**src/rtl/key_event_encoder.sv**
```systemverilog
// Piano key event source: synchronises and debounces three active-low keys,
// then queues press/release events in a first-word-fall-through FIFO.
module key_event_encoder #(
    parameter int DEBOUNCE_CYCLES = 50000,
    parameter int CNT_W           = 16,
    parameter int FIFO_DEPTH      = 4
) (
    input  logic       clk,
    input  logic       resetn,
    input  logic [2:0] key_n,
    output logic [2:0] key_state,
    output logic       evt_valid,
    input  logic       evt_ready,
    output logic [1:0] evt_key,
    output logic       evt_press,
    output logic       overflow
);

    localparam int PTR_W = $clog2(FIFO_DEPTH);
    localparam int OCC_W = $clog2(FIFO_DEPTH + 1);
    localparam logic [CNT_W-1:0] CNT_MAX = CNT_W'(DEBOUNCE_CYCLES - 1);

    logic [2:0]       r_sync1, r_sync2;
    logic [CNT_W-1:0] r_cnt [3];
    logic [2:0]       r_state;
    logic [2:0]       r_pend;
    logic [2:0]       r_pend_press;
    logic             r_overflow;

    logic [1:0]       r_mem_key   [FIFO_DEPTH];
    logic             r_mem_press [FIFO_DEPTH];
    logic [PTR_W-1:0] r_wr_ptr, r_rd_ptr;
    logic [OCC_W-1:0] r_occ;

    logic [2:0] w_sync;
    logic [2:0] w_accept;
    logic [2:0] w_grant;
    logic [1:0] w_sel;
    logic       w_sel_press;
    logic       w_full;
    logic       w_push;
    logic       w_pop;
    logic       w_valid;

    assign w_sync  = ~r_sync2;
    assign w_full  = (r_occ == OCC_W'(FIFO_DEPTH));
    assign w_valid = (r_occ != '0);
    assign w_push  = |w_grant;
    assign w_pop   = w_valid && evt_ready;

    always_comb begin
        for (int i = 0; i < 3; i++) begin
            w_accept[i] = (w_sync[i] != r_state[i]) && (r_cnt[i] == CNT_MAX);
        end
    end

    // Fixed-priority arbiter: lowest pending key index wins, blocked when full.
    always_comb begin
        w_sel       = 2'd0;
        w_sel_press = 1'b0;
        w_grant     = 3'b000;
        if (r_pend[0]) begin
            w_sel       = 2'd0;
            w_sel_press = r_pend_press[0];
            w_grant     = 3'b001;
        end else if (r_pend[1]) begin
            w_sel       = 2'd1;
            w_sel_press = r_pend_press[1];
            w_grant     = 3'b010;
        end else if (r_pend[2]) begin
            w_sel       = 2'd2;
            w_sel_press = r_pend_press[2];
            w_grant     = 3'b100;
        end
        if (w_full) begin
            w_grant = 3'b000;
        end
    end

    always_ff @(posedge clk or negedge resetn) begin
        if (!resetn) begin
            r_sync1      <= 3'b111;
            r_sync2      <= 3'b111;
            r_state      <= 3'b000;
            r_pend       <= 3'b000;
            r_pend_press <= 3'b000;
            r_overflow   <= 1'b0;
            for (int i = 0; i < 3; i++) begin
                r_cnt[i] <= '0;
            end
        end else begin
            r_sync1 <= key_n;
            r_sync2 <= r_sync1;
            for (int i = 0; i < 3; i++) begin
                if (w_grant[i]) begin
                    r_pend[i] <= 1'b0;
                end
                if (w_sync[i] == r_state[i]) begin
                    r_cnt[i] <= '0;
                end else if (w_accept[i]) begin
                    r_state[i]      <= w_sync[i];
                    r_cnt[i]        <= '0;
                    r_pend[i]       <= 1'b1;
                    r_pend_press[i] <= w_sync[i];
                    // An unpushed event for this key is being replaced.
                    if (r_pend[i] && !w_grant[i]) begin
                        r_overflow <= 1'b1;
                    end
                end else begin
                    r_cnt[i] <= r_cnt[i] + CNT_W'(1);
                end
            end
        end
    end

    always_ff @(posedge clk or negedge resetn) begin
        if (!resetn) begin
            r_wr_ptr <= '0;
            r_rd_ptr <= '0;
            r_occ    <= '0;
        end else begin
            if (w_push) begin
                r_wr_ptr <= r_wr_ptr + PTR_W'(1);
            end
            if (w_pop) begin
                r_rd_ptr <= r_rd_ptr + PTR_W'(1);
            end
            case ({w_push, w_pop})
                2'b10:   r_occ <= r_occ + OCC_W'(1);
                2'b01:   r_occ <= r_occ - OCC_W'(1);
                default: r_occ <= r_occ;
            endcase
        end
    end

    always_ff @(posedge clk) begin
        if (w_push) begin
            r_mem_key[r_wr_ptr]   <= w_sel;
            r_mem_press[r_wr_ptr] <= w_sel_press;
        end
    end

    assign key_state = r_state;
    assign overflow  = r_overflow;
    assign evt_valid = w_valid;
    assign evt_key   = w_valid ? r_mem_key[r_rd_ptr] : 2'd0;
    assign evt_press = w_valid ? r_mem_press[r_rd_ptr] : 1'b0;

endmodule

```
**config.mk**
```make
export PLATFORM = sky130hd
export DESIGN_NAME = key_event_encoder
export DESIGN_NICKNAME = d
export VERILOG_FILES = /design/src/rtl/key_event_encoder.sv
export SDC_FILE = /design/constraint.sdc
export NUM_CORES = 1
export LEC_CHECK = 0
export ABC_AREA = 1
export BUFFER_PORTS_ARGS = -buffer_cell sky130_fd_sc_hd__buf_4
export CORE_MARGIN = 2
export CORE_UTILIZATION = 60
export CTS_CLUSTER_DIAMETER = 30
export DETAILED_ROUTE_END_ITERATION = 10
export PLACE_DENSITY = 0.77
export RECOVER_POWER = 50
export SYNTH_ARGS = -nofsm -noshare
export SYNTH_HDL_FRONTEND = slang
export SYNTH_SLANG_ARGS = --single-unit
```
**constraint.sdc**
```tcl
create_clock -name clk -period 2.75 [get_ports clk]
set_clock_uncertainty 0.1 [all_clocks]
set_input_delay 0 -clock clk [delete_from_list [all_inputs] [get_ports clk]]
set_output_delay 0 -clock clk [all_outputs]
set_load 0.02 [all_outputs]
```
==> PnR_summary.wiki <==
{| class="wikitable"
! Metric !! Value
|-
| Hold Path Cell Cnt || 2
|-
| Filler Cells Inserted || 493
|-
| Post-DR wirelength/cell || 11.4 µm
|-
| Area fraction in compound gates after synthesis || 4.35%
|-
| All-Layer GR Usage || 21.2%
|-
| Core utilization of the finished layout || 69.3%
|-
| Logic depth of the worst register-to-register path || 9
|-
| CTS buffer count || 9
|-
| First drt pass iteration count || 4
|-
| Layout overhead on the synthesized area || 10.3%
|-
| Number of hold-slack violations in the final timing report || 0
|-
| Maximum net fanout on the critical path || 8
|-
| R2r setup slk || 0.55 ns
|-
| Most used cells in the layout excluding fill and tap cells || 111 x sky130_fd_sc_hd__nand2_1, 104 x sky130_fd_sc_hd__nor2_1, 88 x sky130_fd_sc_hd__inv_1, 62 x sky130_fd_sc_hd__dfrtp_1, 24 x sky130_fd_sc_hd__nand3_1
|-
| Wire length of the first global-routing pass || 12400 µm
|-
| Adder and majority cell fraction of the synthesized area || 2.96%
|-
| Maximum Capacitance Violations || 1
|-
| Setup bufs post-CTS || 0
|-
| Internal cell power || 1830 µW
|-
| Run status || complete, but fails checks
|-
| Share of synthesized area spent on multiplexers || 0%
|-
| FF-to-FF End || r_occ[2]
|-
| Routed wire length || 6980 µm
|-
| FF+latch area || 0.00207 mm²
|-
| Dpl hpwl || 5140 µm
|-
| Worst hold-check path type || in2reg
|-
| Largest family of logic cells by synthesized area || simple AND/OR/NAND/NOR gates
|-
| Average instance area after synthesis || 8.04 µm²
|-
| Hold EP || r_sync1[1]
|-
| Number of placement rows || 29
|-
| Placed cell areas || 0.00425 mm²
|-
| Clock net sink count || 80
|-
| Synthesis Warnings || 0
|-
| Final instance area || 0.00448 mm²
|-
| I/O Pins || 14
|-
| Clock network power share || 33.2%
|-
| Clock H-tree levels || 3
|-
| Via count || 3098
|-
| CTS tree || yes
|-
| Via/cell ratio || 5.04
|-
| Detailed-route DRC error count || 0
|-
| Clock buffer depth || 2
|-
| Final setup fails || 0
|-
| Worst voltage drop across the vdd grid || 323 µV
|-
| Worst-case headroom to the max-slew limit || -8.01%
|-
| Hold path start || key_n[1]
|-
| Violated checks || max-capacitance violations, max-slew violations
|-
| Net Sw Frac || 28.4%
|-
| Portion of synthesized cell area occupied by the leading cell type || 38.2%
|-
| Net switching power figure || 726 µW
|-
| Syn Inst Count || 505
|-
| Fraction of power consumed by sequential logic || 51.1%
|-
| Worst endpoint required time || 2.89 ns
|-
| Critical path class || reg2reg
|-
| LEAKAGE || 0.00211 µW
|-
| CP arrival || 2.33 ns
|-
| Achievable frequency || 456 MHz
|-
| Post-synthesis register bit count || 80
|-
| Cell taking the most area after synthesis || sky130_fd_sc_hd__dfrtp_1
|-
| Power share of the combinational group || 15.7%
|-
| GP Congestion || 0.907
|-
| Count of different cell masters after synthesis || 30
|-
| Startpoint types || register
|-
| RSZ-0062 raised after global routing || false
|-
| Clk Tree Root Cell || sky130_fd_sc_hd__clkbuf_8
|-
| Vertical extent of the die || 86.3 µm
|-
| Via count of the first global-routing pass || 2931
|-
| Xor-xnor portion of the synthesized cell area || 4.10%
|-
| Sequential fraction of the synthesis area || 51.0%
|-
| I/O Buffers || 13
|-
| Ratio of cells with drive above 1 in the final layout || 9.29%
|-
| Synthesized area || 0.00406 mm²
|-
| Clock slew at reported path FFs || 0.08 ns
|-
| Count of nets left with antenna violations after detail routing || 0
|-
| Largest net degree at the start of global routing || 69
|-
| Pwr Density || 571 mW/mm²
|-
| Antenna cell count || 0
|-
| Net Count, Synth || 520
|-
| Die footprint || 0.00744 mm²
|-
| Share of synthesized cell area in and, or, nand and nor gates || 29.3%
|-
| Leading cell type in the layout, fill and taps excluded || sky130_fd_sc_hd__nand2_1
|-
| Placeable Area || 0.00646 mm²
|-
| Initial antenna violation count || 0
|-
| Grt ovf || 0
|-
| Period utilization || 79.8%
|-
| Setup_tns || 0 ns
|-
| Starting utilization of the core area || 62.8%
|-
| Reg-to-Reg Start || r_occ[0]
|-
| Nets || 548
|-
| Number of design-rule violations left by the first detailed-router iteration || 93
|-
| Transition time of the tightest slew-check pin || 1.62 ns
|-
| Max Transition Viols Final || 69
|-
| Top post-synthesis cells by area || sky130_fd_sc_hd__dfrtp_1 38%, sky130_fd_sc_hd__nand2_1 10%, sky130_fd_sc_hd__nor2_1 9.6%
|-
| Area of the multi-input gates || 0.00165 mm²
|-
| Worst Setup End Kind || register
|-
| DIE WIDTH || 86.3 µm
|-
| Clock insertion delay at the later pin of the skew report || 0.36 ns
|-
| Final critical path time including I/O delays and setup || 2.20 ns
|}
==> critical path: stages, from the launching register on <==
cell	delay, ns
sky130_fd_sc_hd__dfrtp_1	0.40
sky130_fd_sc_hd__inv_1	0.12
sky130_fd_sc_hd__nand3_1	0.22
sky130_fd_sc_hd__o31ai_4	0.18
sky130_fd_sc_hd__ha_1	0.21
sky130_fd_sc_hd__inv_1	0.06
sky130_fd_sc_hd__fa_1	0.38
sky130_fd_sc_hd__a21oi_1	0.14
sky130_fd_sc_hd__o21ai_0	0.11
sky130_fd_sc_hd__xor2_1	0.16
==> cell type report <==
cell class | count | area share [%]
repair buffers | 18 | 2.91
multi-input cells | 335 | 36.9
clock buffers | 9 | 2.77
well taps | 77 | 2.15
clock inverters | 7 | 1.59
inverters | 89 | 7.46
flip-flops and latches | 80 | 46.2
==> metrics by stage <==
step	total power [µW]	hold WS [ns]	instances	setup slack, ns
finish	2550	0.204	615	0.555
global route	2700	0.188	615	0.448
CTS	2580	0.172	615	0.544
detailed placement	1730	0.00954	594	0.562
global placement	1710	0.00857	594	0.644
floorplan	1590	-0.396	505	0.731
==> sequential cells by signal, summed over array words and instances, names as in the netlist <==
signal,flops
key_state,1
overflow,1
r_cnt,48
r_mem_key,8
r_mem_press,4
r_occ,3
r_pend,3
r_pend_press,2
r_rd_ptr,2
r_sync1,3
r_sync2,3
r_wr_ptr,2
==> per-layer routing <==
metal / track usage [%] / routed length, µm / vias up
met5: 0 / 0 / -
met4: 6.39 / 81 / 0
met3: 7.05 / 282 / 9
met2: 35.2 / 3370 / 43
met1: 26.5 / 3260 / 1434
li1: - / - / 1612
==> synthesized netlist by cell type <==
cell type / n
sky130_fd_sc_hd__nand2_1: 111
sky130_fd_sc_hd__nor2_1: 104
sky130_fd_sc_hd__inv_1: 88
sky130_fd_sc_hd__dfrtp_1: 62
sky130_fd_sc_hd__nand3_1: 24
sky130_fd_sc_hd__o21ai_0: 18
sky130_fd_sc_hd__xor2_1: 16
sky130_fd_sc_hd__edfxtp_1: 12
sky130_fd_sc_hd__nor3_1: 10
sky130_fd_sc_hd__ha_1: 8
sky130_fd_sc_hd__a21oi_1: 6
sky130_fd_sc_hd__dfstp_2: 6
sky130_fd_sc_hd__nand4_1: 6
sky130_fd_sc_hd__nor2_2: 6
sky130_fd_sc_hd__nor3b_1: 5
sky130_fd_sc_hd__nand2_2: 3
sky130_fd_sc_hd__nor2_4: 3
sky130_fd_sc_hd__nor3_2: 3
sky130_fd_sc_hd__xnor2_1: 3
sky130_fd_sc_hd__a21boi_0: 1
sky130_fd_sc_hd__clkbuf_1: 1
sky130_fd_sc_hd__fa_1: 1
sky130_fd_sc_hd__inv_2: 1
sky130_fd_sc_hd__nand3_2: 1
sky130_fd_sc_hd__o21ai_1: 1
sky130_fd_sc_hd__o21bai_1: 1
sky130_fd_sc_hd__o221ai_1: 1
sky130_fd_sc_hd__o22ai_1: 1
sky130_fd_sc_hd__o31ai_4: 1
sky130_fd_sc_hd__or2_2: 1
==> logic make-up (layout without fill, tap and decap cells) <==
family                     Yosys count  in the layout
AOI/OAI and AO/OA                   30             30
xor gates and xnor gates            19             19
adders and majority gates            9              9
buffers and inverters               90            123
DFF                                 80             80
and+or+nand+nor                    277            277
==> power by group through the flow <==
stage | logic (µW) | registers (µW) | clock network [µW]
detailed placement | 398 | 1330 | 0
floorplan | 283 | 1310 | 0
CTS | 406 | 1310 | 870
global placement | 384 | 1330 | 0
global route | 456 | 1320 | 925
finish | 400 | 1310 | 849
==> how the worst max path moves through the flow <==
stage / slack, ns / from / end
after global routing: 0.45 / r_occ[0] / r_occ[2]
final: 0.55 / r_occ[0] / r_occ[2]
after CTS: 0.54 / r_occ[0] / r_occ[2]
after floorplan: 0.73 / r_occ[0] / r_occ[2]
after global placement: 0.64 / r_occ[0] / r_occ[2]
after detailed placement: 0.56 / r_occ[0] / r_occ[2]
==> timing repair <==
| item | 4_1_cts | 5_1_grt |
|---|---|---|
| endpoints found under the hold margin | 67 | 0 |
| hold buffers | 5 | 0 |
| resized for setup | 0 | 0 |
Note: power is estimated with default switching activity, not from simulation.
